===== src/rtl/ryg_pwm_sequencer.sv =====
// Red/green/yellow phase sequencer with tick-based dwell timing and per-light duty outputs.
// Define RYG_FADE_EN to make the active light ramp toward its target by one step per tick.
module ryg_pwm_sequencer #(
    parameter int TICK_DIV = 100000,
    parameter int DUTY_MAX = 100
) (
    input  logic        clk,
    input  logic        rst,
    input  logic        enable,
    input  logic [15:0] red_time,
    input  logic [15:0] green_time,
    input  logic [15:0] yellow_time,
    input  logic [6:0]  brightness,
    output logic [6:0]  red_duty,
    output logic [6:0]  yellow_duty,
    output logic [6:0]  green_duty,
    output logic [1:0]  state,
    output logic        phase_done
);

    typedef enum logic [1:0] {
        IDLE   = 2'b00,
        RED    = 2'b01,
        GREEN  = 2'b10,
        YELLOW = 2'b11
    } phase_t;

    phase_t      state_q, state_n, nxt;
    logic [26:0] presc_q, presc_n;
    logic [15:0] dwell_q, dwell_n;
    logic [15:0] time_q, time_n, nxt_time, time_eff;
    logic        tick, expire, done_n;
    logic [6:0]  target;
    phase_t      duty_src;
    logic [6:0]  duty_lvl;

    assign tick     = (state_q != IDLE) && (presc_q == 27'(TICK_DIV - 1));
    assign time_eff = (time_q == 16'd0) ? 16'd1 : time_q;
    assign expire   = tick && (dwell_q == time_eff - 16'd1);
    assign target   = (brightness > 7'(DUTY_MAX)) ? 7'(DUTY_MAX) : brightness;
    assign state    = state_q;

    // Phase that follows the current one; IDLE and YELLOW both lead to RED.
    always_comb begin
        nxt      = RED;
        nxt_time = red_time;
        case (state_q)
            RED: begin
                nxt      = GREEN;
                nxt_time = green_time;
            end
            GREEN: begin
                nxt      = YELLOW;
                nxt_time = yellow_time;
            end
            default: begin
                nxt      = RED;
                nxt_time = red_time;
            end
        endcase
    end

    always_comb begin
        state_n = state_q;
        presc_n = presc_q;
        dwell_n = dwell_q;
        time_n  = time_q;
        done_n  = 1'b0;
        if (!enable) begin
            state_n = IDLE;
            presc_n = '0;
            dwell_n = '0;
            time_n  = '0;
        end else if (state_q == IDLE || expire) begin
            state_n = nxt;
            presc_n = '0;
            dwell_n = '0;
            time_n  = nxt_time;
            done_n  = (state_q != IDLE);
        end else begin
            presc_n = tick ? 27'd0 : presc_q + 27'd1;
            dwell_n = tick ? dwell_q + 16'd1 : dwell_q;
        end
    end

    always_ff @(posedge clk or posedge rst) begin
        if (rst) begin
            state_q    <= IDLE;
            presc_q    <= '0;
            dwell_q    <= '0;
            time_q     <= '0;
            phase_done <= 1'b0;
        end else begin
            state_q    <= state_n;
            presc_q    <= presc_n;
            dwell_q    <= dwell_n;
            time_q     <= time_n;
            phase_done <= done_n;
        end
    end

`ifdef RYG_FADE_EN
    // Ramp level is shared: only one light is ever active, and it restarts at 0 on each entry.
    logic [6:0] lvl_q, lvl_n;

    always_comb begin
        lvl_n = lvl_q;
        if (state_n != state_q)
            lvl_n = '0;
        else if (tick && lvl_q < target)
            lvl_n = lvl_q + 7'd1;
        else if (tick && lvl_q > target)
            lvl_n = lvl_q - 7'd1;
    end

    always_ff @(posedge clk or posedge rst) begin
        if (rst) lvl_q <= '0;
        else     lvl_q <= lvl_n;
    end

    assign duty_src = state_n;
    assign duty_lvl = lvl_n;
`else
    assign duty_src = state_q;
    assign duty_lvl = target;
`endif

    always_ff @(posedge clk or posedge rst) begin
        if (rst) begin
            red_duty    <= '0;
            green_duty  <= '0;
            yellow_duty <= '0;
        end else begin
            red_duty    <= (duty_src == RED)    ? duty_lvl : 7'd0;
            green_duty  <= (duty_src == GREEN)  ? duty_lvl : 7'd0;
            yellow_duty <= (duty_src == YELLOW) ? duty_lvl : 7'd0;
        end
    end

endmodule


===== config.mk =====
export PLATFORM = sky130hd
export DESIGN_NAME = ryg_pwm_sequencer
export DESIGN_NICKNAME = d
export VERILOG_FILES = /design/src/rtl/ryg_pwm_sequencer.sv
export SDC_FILE = /design/constraint.sdc
export NUM_CORES = 1
export LEC_CHECK = 0
export CAP_MARGIN = 20
export CORE_MARGIN = 2
export CORE_UTILIZATION = 50
export CTS_CLUSTER_SIZE = 28
export DETAILED_ROUTE_END_ITERATION = 12
export HOLD_SLACK_MARGIN = 0.15
export PLACE_DENSITY = 0.73
export SLEW_MARGIN = 10
export SYNTH_ARGS = -nofsm -noshare
export SYNTH_HDL_FRONTEND = slang
export SYNTH_SLANG_ARGS = --single-unit

===== constraint.sdc =====
create_clock -name clk -period 8.3 [get_ports clk]
set_input_delay 2.075 -clock clk [delete_from_list [all_inputs] [get_ports clk]]
set_output_delay 2.075 -clock clk [all_outputs]
set_load 0.1 [all_outputs]

# Yosys cells after proc, flatten, opt, wreduce, memory -nomap -nowiden
# Index checks and enable logic that the tools add are counted.
[op_classes] multipliers=0 shifts=0 n_div=0 eq_ne=7 reduce_logical=6 magnitude_cmp=1 bitwise=0 n_addsub=3 mux=19
[op_table] operator="$mux W16" n=6
[op_table] operator="$mux W27" n=3
[op_table] operator="$pmux W16 S2" n=1
[op_table] operator="$mux W7" n=4
[op_table] operator="$add A27 B1 Y27 const B" n=1
[op_table] operator="$eq A27 B17 Y1 const B" n=1
[op_table] operator="$add A16 B1 Y16 const B" n=1
[op_table] operator="$eq A16 B16 Y1" n=1
[op_table] operator="$logic_not A16 Y1" n=1
[op_table] operator="$sub A16 B1 Y16 const B" n=1
[op_table] operator="$gt A7 B7 Y1 const B" n=1
[op_table] operator="$eq A2 B2 Y1 const B" n=2
[op_table] operator="$mux W2" n=2
[op_table] operator="$pmux W2 S2" n=1
[op_table] operator="$ne A3 B1 Y1 const B" n=1
[op_table] operator="$eq A2 B1 Y1 const B" n=1
[op_table] operator="$logic_and A1 B1 Y1" n=2
[op_table] operator="$logic_not A2 Y1" n=1
[op_table] operator="$mux W1" n=2
[op_table] operator="$ne A2 B1 Y1 const B" n=1
[op_table] operator="$reduce_bool A2 Y1" n=1
[op_table] operator="$logic_or A1 B1 Y1" n=1
[word_totals] mem_bits_rw=0 n_memories=0 wordCells=44 input_bits=58 ff_bits=83 romBits=0 out_inout_bits=24 latch_bits=0

# Depth between registers and ports, before layout
[logic_depth] depth_word=8 ltp_mapped=14 mapped_depth_nobuf=11

# Least setup slack after synthesis
# OpenSTA, ideal clock, no wires.
[synth_timing] path_kind="reg-to-reg" startpoint="reg time_q[2]" endpoint="reg time_q[0]" required_ps=8166 arrival_ps=3274 setup_ps=134 path_buffers=3 setup_slack_ps=4891 path_stages_with_launch=15 synth_period_minus_slack_ps=3409 cell_sequence="dfrtp_1 -> buf_2 -> or4_4 -> nor4_1 -> a21oi_1 -> ha_1 -> nor2_1 -> nor2_1 -> a221oi_1 -> a41oi_1 -> nand4b_2 -> clkbuf_1 -> clkbuf_1 -> o2111ai_1 -> nand4_1"
[synth_between] elab_chain_len=7
[synth_lines] item="start, declared" line="31" rtl="logic [15:0] time_q, time_n, nxt_time, time_eff;"
[synth_lines] item="start signal, assigned" line="97" rtl="time_q <= time_n;"
[synth_lines] item="$logic_not A16 Y1" line="38" rtl="assign time_eff = (time_q == 16'd0) ? 16'd1 : time_q;"
[synth_lines] item="$mux W16 (*)" line="38"
[synth_lines] item="$sub A16 B1 Y16 (*)" line="39" rtl="assign expire = tick && (dwell_q == time_eff - 16'd1);"
[synth_lines] item="$eq A16 B16 Y1 (*)" line="39"
[synth_lines] item="$logic_and A1 B1 Y1 (*)" line="39"
[synth_lines] item="$logic_or A1 B1 Y1 (*)" line="74" rtl="end else if (state_q == IDLE || expire) begin"
[synth_lines] item="$ne A2 B1 Y1 (no line) (*)"
# Mark *: on every way between the ends. The rest lies on a longest branch, timed or not.
# A chain may end at the register's enable or synchronous reset.

# Worst setup path after layout
[layout_timing] startpoint="reg time_q[2]" endpoint="reg dwell_q[12]"
[layout_between] elab_chain_len=8 word_cells_on_any_way=9 cone_classes="add/sub: 1; eq/ne: 2; mux: 3; reduce/logical: 3"
[layout_lines] item="$logic_not A16 Y1" line="38"
[layout_lines] item="$mux W16 (*)" line="38"
[layout_lines] item="$sub A16 B1 Y16 (*)" line="39"
[layout_lines] item="$eq A16 B16 Y1 (*)" line="39"
[layout_lines] item="$logic_and A1 B1 Y1 (*)" line="39"
[layout_lines] item="$logic_or A1 B1 Y1 (*)" line="74"
[layout_lines] item="$mux W16" line="74"
[layout_lines] item="$mux W16" line="69" rtl="if (!enable) begin"
[layout_lines] item="end signal, assigned" line="96" rtl="dwell_q <= dwell_n;"
[layout_lines] item="end, declared" line="30" rtl="logic [15:0] dwell_q, dwell_n;"
# Marked as above.

==> impl_results.html <==
<table>
<tr><th>Metric</th><th>Value</th></tr>
<tr><th colspan="2">Critical path</th></tr>
<tr><td>Cells along the critical path</td><td>or4_4, nor4_1, a21oi_1, ha_1, nor2_1, nor2_1, a221oi_1, a41oi_1, nand4b_2, nor3_2, nor3_1</td></tr>
<tr><td>Startpoint type of the worst setup path</td><td>flip-flop</td></tr>
<tr><td>Worst r2r src</td><td>time_q[2]</td></tr>
<tr><td>Data required, critical path</td><td>roughly 8.5 ns</td></tr>
<tr><td>Largest stage delay on the critical path</td><td>approximately 1.1 ns</td></tr>
<tr><td>Cell occurring most often along the worst timing path</td><td>nor2_1</td></tr>
<tr><td>Slowest CP cell</td><td>nor3_2</td></tr>
<tr><td>Path type of the worst setup path</td><td>reg -&gt; reg</td></tr>
<tr><td>Endpoint class of the critical path</td><td>flip-flop</td></tr>
<tr><td>Critical Path Source</td><td>time_q[2]</td></tr>
<tr><td>Buffer and inverter count on the worst path</td><td>0</td></tr>
<tr><td>Max Fanout on Critical Path</td><td>37</td></tr>
<tr><td>Top cell family by delay on the critical path</td><td>simple AND/OR/NAND/NOR gates</td></tr>
<tr><td>Arrival time at the worst endpoint</td><td>4.85 ns</td></tr>
<tr><th colspan="2">Cells and area</th></tr>
<tr><td>Final net count</td><td>704</td></tr>
<tr><td>Share of layout cells above drive strength 1</td><td>6.38%</td></tr>
<tr><td>Area overhead of the layout relative to synthesis</td><td>18.5%</td></tr>
<tr><td>Fill cell total of the finished layout</td><td>900</td></tr>
<tr><td>Antenna Cells</td><td>0</td></tr>
<tr><th colspan="2">Global routing</th></tr>
<tr><td>Vias in the first global route</td><td>between 4000 and 5000</td></tr>
<tr><td>Wire length of the first global-routing pass</td><td>21.9 mm</td></tr>
<tr><td>Total GRT Usage</td><td>24.1%</td></tr>
<tr><td>Global route total overflow</td><td>0</td></tr>
<tr><td>Initial antenna violation count</td><td>0</td></tr>
<tr><td>Maximum number of pins on one net before global-route repair</td><td>84</td></tr>
<tr><th colspan="2">Synth</th></tr>
<tr><td>Post-synth ARST share</td><td>100%</td></tr>
<tr><td>Most area-consuming cells after synthesis</td><td>dfrtp_1 39%, nand4_1 5.8%, o2111ai_1 5.3%</td></tr>
<tr><td>Fraction of post-synthesis cell area in the top cell type by area</td><td>39.2%</td></tr>
<tr><td>Top flip-flop cell by instance count after synthesis</td><td>dfrtp_1</td></tr>
<tr><td>Number of flops mapped to enable cells by yosys</td><td>0</td></tr>
<tr><td>Flop and latch count out of synthesis</td><td>83</td></tr>
<tr><td>Number of different library cells in the post-synthesis netlist</td><td>52</td></tr>
<tr><td>Total number of yosys warnings</td><td>0</td></tr>
<tr><td>Cell type with the highest aggregate area in the netlist</td><td>dfrtp_1</td></tr>
<tr><td>Post-synthesis instance area</td><td>5300 um^2</td></tr>
<tr><td>Mean post-synth cell area</td><td>about 9 um^2</td></tr>
<tr><td>Share of the yosys chip area belonging to registers</td><td>39.2%</td></tr>
<tr><td>Post-Synthesis Cells</td><td>590</td></tr>
<tr><td>Mapped Nets</td><td>approximately 660</td></tr>
<tr><th colspan="2">Power</th></tr>
<tr><td>Cell Pwr Density</td><td>282 nW/um^2</td></tr>
<tr><td>Leak pwr</td><td>2.42 nW</td></tr>
<tr><td>Total power</td><td>0.00177 W</td></tr>
<tr><td>Worst IR Drop VDD</td><td>0.205 mV</td></tr>
<tr><th colspan="2">Worst hold path</th></tr>
<tr><td>Classification of the worst-slack hold path</td><td>reg -&gt; reg</td></tr>
<tr><td>Worst min-delay path startpoint</td><td>presc_q[0]</td></tr>
<tr><th colspan="2">STA</th></tr>
<tr><td>Normalized max-slew margin</td><td>slightly above 30%</td></tr>
<tr><td>Endpoints failing setup</td><td>0</td></tr>
<tr><td>Max Freq</td><td>216 MHz</td></tr>
<tr><td>Final setup TNS</td><td>0 ns</td></tr>
<tr><td>Unrepaired setup endpoints after global routing</td><td>no</td></tr>
<tr><td>Final period util</td><td>55.9%</td></tr>
<tr><td>Slew at the pin closest to its max-slew limit</td><td>between 1 and 1.5 ns</td></tr>
<tr><td>Final hold vios</td><td>0</td></tr>
<tr><td>Skew final</td><td>about 0.0074 ns</td></tr>
<tr><td>Time the final worst path needs with I/O delays and setup</td><td>4.64 ns</td></tr>
<tr><td>Max Transition Viols Final</td><td>0</td></tr>
<tr><th colspan="2">Drt</th></tr>
<tr><td>WL/cell</td><td>approximately 17 um</td></tr>
<tr><td>Detailed-route DRC error count</td><td>0</td></tr>
<tr><td>Number of routed nets with antenna violations</td><td>0</td></tr>
<tr><td>Via total after detailed routing</td><td>4734</td></tr>
<tr><td>Total Routed Length</td><td>12.9 mm</td></tr>
<tr><td>Drt pass-1 iters</td><td>4</td></tr>
<tr><td>Number of DRC markers in iteration 0</td><td>299</td></tr>
<tr><td>Vias per inst</td><td>6.08</td></tr>
<tr><th colspan="2">Run status</th></tr>
<tr><td>Status</td><td>finished, final reports clean</td></tr>
<tr><th colspan="2">Clock network</th></tr>
<tr><td>Clock tree from TritonCTS</td><td>yes</td></tr>
<tr><td>Clock edge transition at the registers on the reported setup and hold paths</td><td>0.08 ns</td></tr>
<tr><td>CTS Root Cell</td><td>clkbuf_8</td></tr>
<tr><td>Level count of the clock H-tree</td><td>3</td></tr>
<tr><td>Maximum clock path buffer count</td><td>2</td></tr>
<tr><td>Clk_lat worst skew</td><td>~0.37 ns</td></tr>
<tr><td>Hold-fix buffer count after cts</td><td>0</td></tr>
<tr><td>Number of buffers added for setup after CTS</td><td>0</td></tr>
<tr><td>TritonCTS Sinks</td><td>83</td></tr>
<tr><td>Post-cts sizing count</td><td>0</td></tr>
<tr><td>Number of clock buffers inserted by TritonCTS</td><td>9</td></tr>
<tr><th colspan="2">Die</th></tr>
<tr><td>Die Area</td><td>11400 um^2</td></tr>
<tr><td>Row Count</td><td>37</td></tr>
<tr><td>Die Height</td><td>107 um</td></tr>
<tr><td>Horizontal die dimension</td><td>roughly 110 um</td></tr>
<tr><td>CORE AREA</td><td>between 10000 and 15000 um^2</td></tr>
<tr><td>Number of I/O pins</td><td>82</td></tr>
<tr><td>Starting density of the core</td><td>51.4%</td></tr>
<tr><th colspan="2">Placed design</th></tr>
<tr><td>Final Wtd Congestion</td><td>roughly 0.99</td></tr>
<tr><td>Hpwl dp</td><td>9.14 mm</td></tr>
<tr><td>Total of buffers placed on input and output ports</td><td>81</td></tr>
<tr><th colspan="2">Run</th></tr>
<tr><td>Reported max-cap violation count</td><td>0</td></tr>
</table>
## cells in the mapped netlist (10+ instances only)
| cell | n |
|---|---|
| nand3_1 | 15 |
| nor4_1 | 15 |
| nand2_1 | 39 |
| or4_1 | 20 |
| a22oi_1 | 16 |
| and2_1 | 18 |
| xor2_1 | 24 |
| a21oi_1 | 11 |
| o2111ai_1 | 32 |
| nor2_1 | 42 |
| xnor2_1 | 25 |
| clkbuf_1 | 38 |
| inv_1 | 15 |
| nor3_1 | 27 |
| dfrtp_1 | 83 |
| o211ai_1 | 19 |
| nand4_1 | 49 |
| and3_1 | 10 |
## power breakdown
part / switching [W] / total (W) / internal (W)
combinational: 0.000660 / 0.000985 / 0.000325
clock: 0.000144 / 0.000257 / 0.000113
sequential: 0.0000727 / 0.000528 / 0.000455
total: 0.000877 / 0.00177 / 0.000893
## registers in the layout, indices dropped and copies added (netlist names)
name,count
presc_q,27
dwell_q,16
time_q,16
green_duty,7
red_duty,7
yellow_duty,7
state,2
phase_done,1
## placed cells by master (no fill, tap or decap), types with 20 or more instances in the layout
cell             count
or4_1               20
clkdlybuf4s50_1     80
o2111ai_1           32
dfrtp_1             83
nor2_1              42
xnor2_1             25
xor2_1              24
nand2_1             39
nor3_1              27
nand4_1             49
## through the flow
stage | std cells | hold slack (ns) | instance area (um^2) | utilization [%] | setup WS [ns]
after floorplan | 590 | 0.455 | 5300 | - | 4.09
after global placement | 763 | 0.479 | 6090 | 59.0 | 3.83
after detailed placement | 763 | 0.497 | 6090 | 59.0 | 3.64
after CTS | 778 | 0.508 | 6260 | 60.6 | 3.64
after global routing | 779 | 0.538 | 6290 | 60.9 | 3.18
final | 779 | 0.503 | 6290 | 60.9 | 3.66
## final cells by class
cell class | count | area [um^2] | share of cell area, %
Clock buffer | 10 | 138 | 2.19
Clock inverter | 5 | 30.0 | 0.478
Inverter | 16 | 61.3 | 0.975
Multi-Input combinational cell | 442 | 2940 | 46.8
Sequential cell | 83 | 2080 | 33.0
Tap cell | 136 | 170 | 2.71
Timing Repair Buffer | 87 | 871 | 13.9
## path summary, 6_finish.rpt
kind                               end  slack, ns  cells after the start
hold / removal              presc_q[0]       0.50                      1
min in group asynchronous  red_duty[3]       2.04                      3
setup reg to reg           dwell_q[12]       3.66                     11
hold reg to reg             presc_q[0]       0.50                      1
max in group asynchronous   dwell_q[3]       5.67                      4
setup / recovery           dwell_q[12]       3.66                     11
## metal layers
layer  GRT usage, %  routed length, um  vias to the layer above  part of all wire [%]
met5              0                  0                        -                     0
met1           34.6               6110                     2234                    47
met4           9.00                318                        0                   2.5
met3           5.29                695                       20                   5.4
li1               -                  -                     2326                     -
met2           35.5               5770                      154                    45
## logic make-up after synthesis
| logic type | count (synthesis) | synth area share, % |
|---|---|---|
| xor gates and xnor gates | 49 | 8.09 |
| AOI/OAI and AO/OA | 105 | 15.2 |
| adders and majority gates | 7 | 1.65 |
| muxes | 2 | 0.377 |
| and+or+nand+nor | 279 | 30.1 |
| buffers and inverters | 65 | 5.40 |
| DFF | 83 | 39.2 |
Note: power is estimated with default switching activity, not from simulation.
==> RTL change 1, RTL diff (same settings) <==
Add a define of `RYG_FADE_EN`.
--- a/src/rtl/ryg_pwm_sequencer.sv
+++ b/src/rtl/ryg_pwm_sequencer.sv
@@ -2,2 +2,4 @@
 // Define RYG_FADE_EN to make the active light ramp toward its target by one step per tick.
+`define RYG_FADE_EN
+
 module ryg_pwm_sequencer #(
Function: changed (a bounded check fails within 4 cycles, from zero or initial values and one cycle with rst high).
==> RTL change 1 against the original RTL <==
Sequential cell count rose by 7; setup slack got worse by 0.021 ns; final area rose by 7.6%; routed wire length fell by 2.0%; power fell by 11%; non-clock buffer count fell by 1; sequential share of layout area rose by 0.27 points; area after synthesis rose by 6.4%; combinational power fell by 37%; core utilization rose by 0.94 points; die area rose by 6.1%; count of clock-buffer cells in the layout did not move; global-route usage fell by 1.6 points; critical path depth rose by 1; critical path type is now in2reg; largest cell class unchanged; largest power group unchanged.
==> RTL change 1: results (changes against the original RTL) <==
- The fraction of met1 tracks used by global routing came to 31.5% (was 34.6%).
- The combined area of the multi-input logic cells is 3110 sq um (was 2940 sq um).
* Proportion of power drawn by combinational gates: 39.4% (was 55.7%)
* Global Route met2 Usage: 35.4% (was 35.5%)
- Fraction of the yosys area taken by sequential cells: 39.9% (was 39.2%)
- Flip-flop and latch count: 90 (was 83)
* Mean instance size in the synthesized netlist: 9.71 sq um (was 8.99 sq um)
* Clock-cell share of area: 4.50% (was 2.67%)
- The area of the die came to 12,200 sq um (was 11,400 sq um).
- Final wirelength: 12,600 microns (was 12,900 microns)
- Most area-consuming cells after synthesis: sky130_fd_sc_hd__dfrtp_1 (40%), sky130_fd_sc_hd__xor2_1 (5.3%), sky130_fd_sc_hd__nor2_1 (4.4%) (was sky130_fd_sc_hd__dfrtp_1 (39%), sky130_fd_sc_hd__nand4_1 (5.8%), sky130_fd_sc_hd__o2111ai_1 (5.3%)).
* Register fraction of the total cell area: 33.3% (was 33.0%)
- The clock tree root driver cell is sky130_fd_sc_hd__clkbuf_16 (was sky130_fd_sc_hd__clkbuf_8).
- Leakage power figure: 2.75 nW (was 2.42 nW)
- Metal1 wirelength: 6010 microns (was 6110 microns)
* Drt first-iter violations: 252 (was 299)
- The layout cell share with drive strength beyond 1 was 6.80% (was 6.38%).
* Clock skew: 0.0103 ns (was 0.00738 ns)
- The total net switching power was 0.000608 W (was 0.000877 W).
- The total clock network power is 0.000416 W (was 0.000257 W).
- Clock insertion delay at the later pin of the skew report: 0.35 ns (was 0.37 ns)
- Count of placed standard cells including taps: 771 (was 763)
- Slowest stage cell on the critical path: sky130_fd_sc_hd__clkdlybuf4s50_1 (was sky130_fd_sc_hd__nor3_2)
- Maximum fanout encountered on the critical timing path: 8 (was 37)
- The placed standard-cell area came to 6450 sq um (was 6090 sq um).
- Most common library cells after synthesis: sky130_fd_sc_hd__dfrtp_1 (90), sky130_fd_sc_hd__nor2_1 (66), sky130_fd_sc_hd__nand2_1 (44), sky130_fd_sc_hd__xor2_1 (34), sky130_fd_sc_hd__a211oi_1 (29) (was sky130_fd_sc_hd__dfrtp_1 (83), sky130_fd_sc_hd__nand4_1 (49), sky130_fd_sc_hd__nor2_1 (42), sky130_fd_sc_hd__nand2_1 (39), sky130_fd_sc_hd__clkbuf_1 (38)).
* Max incr delay on CP: 0.49 ns (was 1.10 ns)
* Number of nets at the end of the flow: 716 (was 704)
- The non-clock buffer total of the final layout was 86 (was 87).
* Adder-Cell Fraction of Synth Area: 3.55% (was 1.65%)
- Total via count after detailed routing: 4,542 (was 4,734)
* Run status: finished clean (unchanged)
-- RTL change 1: cell count changes after synthesis, moves of 19 or more --
cell | unedited run | this run
sky130_fd_sc_hd__clkbuf_1 | 38 | 18
sky130_fd_sc_hd__nand4_1 | 49 | 16
sky130_fd_sc_hd__o2111ai_1 | 32 | 3
sky130_fd_sc_hd__mux2i_1 | 2 | 24
sky130_fd_sc_hd__nor2_1 | 42 | 66
sky130_fd_sc_hd__a211oi_1 | 0 | 29
sky130_fd_sc_hd__or4_1 | 20 | 1
-- RTL change 1: final timing paths --
path,startpoint,slack [ns],to,cells after the start
setup / recovery,brightness[1],3.64,green_duty[5],12
hold / removal,presc_q[0],0.52,presc_q[0],1
setup reg to reg,time_q[5],4.56,time_q[11],11
hold reg to reg,presc_q[0],0.52,presc_q[0],1
max in group asynchronous,rst,5.49,time_q[11],3
min in group asynchronous,rst,2.28,presc_q[2],3
==> RTL change 2, RTL diff (same settings) <==
Made on the original files. Register the output `green_duty` once more, with the module's reset; this adds one clock of latency there. The other outputs are not delayed to match.
--- a/src/rtl/ryg_pwm_sequencer.sv
+++ b/src/rtl/ryg_pwm_sequencer.sv
@@ -26,2 +26,4 @@
     } phase_t;
+
+    logic [6:0] green_duty_s0;
 
@@ -130,3 +132,3 @@
             red_duty    <= '0;
-            green_duty  <= '0;
+            green_duty_s0 <= '0;
             yellow_duty <= '0;
@@ -134,4 +136,12 @@
             red_duty    <= (duty_src == RED)    ? duty_lvl : 7'd0;
-            green_duty  <= (duty_src == GREEN)  ? duty_lvl : 7'd0;
+            green_duty_s0 <= (duty_src == GREEN)  ? duty_lvl : 7'd0;
             yellow_duty <= (duty_src == YELLOW) ? duty_lvl : 7'd0;
+        end
+    end
+
+    always_ff @(posedge clk or posedge rst) begin
+        if (rst) begin
+            green_duty <= '0;
+        end else begin
+            green_duty <= green_duty_s0;
         end
Formal check against the unedited RTL: no difference found for any inputs over 10 cycles, from zero or initial values and one cycle with rst high; that may be too few to reach the edited logic, so the function may still have changed.
==> RTL change 2 against the original RTL <==
Sequential cell count is 7 higher; combinational power is 11% lower; power is 1.4% lower; global-route usage is 2.8 points lower; final area is 4.4% lower; final cell count is 9.5% lower; routed wire length is 17% lower; setup slack better by 0.080 ns; core utilization is 1.2 points higher; area after synthesis is 6.8% lower; critical path type unchanged; highest routed layer unchanged.
==> RTL change 2: results (changes against the original RTL) <==
* Power density over the cells: 290 nW/um^2 (was 282 nW/um^2)
* Reg-to-reg endpoint: time_q[11] (was dwell_q[12])
- The mean routed wirelength per cell was 15.2 microns (was 16.6 microns).
- The sequential fraction of the synthesis area was 45.5% (was 39.2%).
- Leakage power figure: 2.44 nW (was 2.42 nW)
- Drt first-iter violations: 169 (was 299)
* Count of fill cells added during filler insertion: 830 (was 900)
* Highest ir drop seen on vdd: 0.356 mV (was 0.205 mV)
- Number of nets at the end of the flow: 632 (was 704)
- Count of distinct cell types in the synthesized netlist: 59 (was 52)
- Power consumed by combinational cells: 0.000872 W (was 0.000985 W)
- The post-synthesis share of cell area spent on xor and xnor gates was 9.74% (was 8.09%).
- The critical path's slowest cell was sky130_fd_sc_hd__o2111a_1 (was sky130_fd_sc_hd__nor3_2).
- Reg-to-Reg Start: time_q[7] (was time_q[2])
- The wire length of the first global-routing pass came to 17,900 microns (was 21,900 microns).
* Proportion of total power due to net switching: 45.3% (was 49.5%)
* DR WL met2: 4990 microns (was 5770 microns)
- The register-to-register path setup slack is 3.74 ns (was 3.66 ns).
* Most common library cells after synthesis: sky130_fd_sc_hd__dfrtp_1 (90), sky130_fd_sc_hd__nor2_1 (54), sky130_fd_sc_hd__nand2_1 (40), sky130_fd_sc_hd__xor2_1 (39), sky130_fd_sc_hd__nand3_1 (30) (was sky130_fd_sc_hd__dfrtp_1 (83), sky130_fd_sc_hd__nand4_1 (49), sky130_fd_sc_hd__nor2_1 (42), sky130_fd_sc_hd__nand2_1 (39), sky130_fd_sc_hd__clkbuf_1 (38))
- The share of synthesized cell area in full adder, half adder and majority cells came to 1.77% (was 1.65%).
- Number of cells on the worst hold path: 0 (was 1)
- Run status: finished clean (unchanged).
- The arrival time of data at the critical path endpoint was 4.84 ns (was 4.85 ns).
- The met2 usage in global routing was 32.8% (was 35.5%).
* Share of the synthesized area in compound gates (AO/OA/AOI/OAI): 13.2% (was 15.2%)
* Final estimated routing congestion in global placement: 0.870 (was 0.994)
* Hold wc startpoint: green_duty_s0[6] (was presc_q[0])
- Total nets after synthesis: 568 (was 655)
- The vias per cell was 5.54 (was 6.08).
- Min-Delay Endpoint: green_duty[6] (was presc_q[0])
- The placed standard-cell area came to 5750 sq um (was 6090 sq um).
==> RTL change 2: changes by cell type after synthesis, moves of 9 or more <==
| cell | change |
|---|---|
| sky130_fd_sc_hd__nor2_1 | +12 |
| sky130_fd_sc_hd__nand4_1 | -31 |
| sky130_fd_sc_hd__xor2_1 | +15 |
| sky130_fd_sc_hd__or4_1 | -18 |
| sky130_fd_sc_hd__o211ai_1 | -19 |
| sky130_fd_sc_hd__o2111ai_1 | -31 |
| sky130_fd_sc_hd__nand3_1 | +15 |
| sky130_fd_sc_hd__nor3_1 | -20 |
| sky130_fd_sc_hd__xnor2_1 | -9 |
| sky130_fd_sc_hd__clkbuf_1 | -15 |
==> RTL change 2: layout make-up <==
| class | instances | area share (%) |
|---|---|---|
| Tap cell | 133 | 2.77 |
| Multi-Input combinational cell | 371 | 41.1 |
| Sequential cell | 90 | 37.5 |
| Clock inverter | 6 | 1.31 |
| Clock buffer | 10 | 2.29 |
| Inverter | 10 | 0.645 |
| Timing Repair Buffer | 85 | 14.4 |
==> RTL change 2: how the worst max path moves through the flow <==
| stage | start | endpoint | slack, ns | depth (start not counted) |
|---|---|---|---|---|
| 2_1_floorplan | rst | dwell_q[0] | 3.89 | 1 |
| 3_3_place_gp | time_q[6] | time_q[14] | 3.84 | 12 |
| 3_5_place_dp | time_q[7] | time_q[13] | 3.76 | 12 |
| 4_1_cts | time_q[7] | time_q[13] | 3.73 | 12 |
| 5_1_grt | time_q[6] | time_q[9] | 3.36 | 12 |
| 6_report | time_q[7] | time_q[11] | 3.74 | 12 |
==> RTL change 2: critical path: cells and delay by family (launching register included) <==
kind | cells | cell delay [ns]
compound gates | 5 | 1.79
fa+ha+maj | 1 | 0.29
flops | 1 | 0.46
simple gates | 6 | 1.93
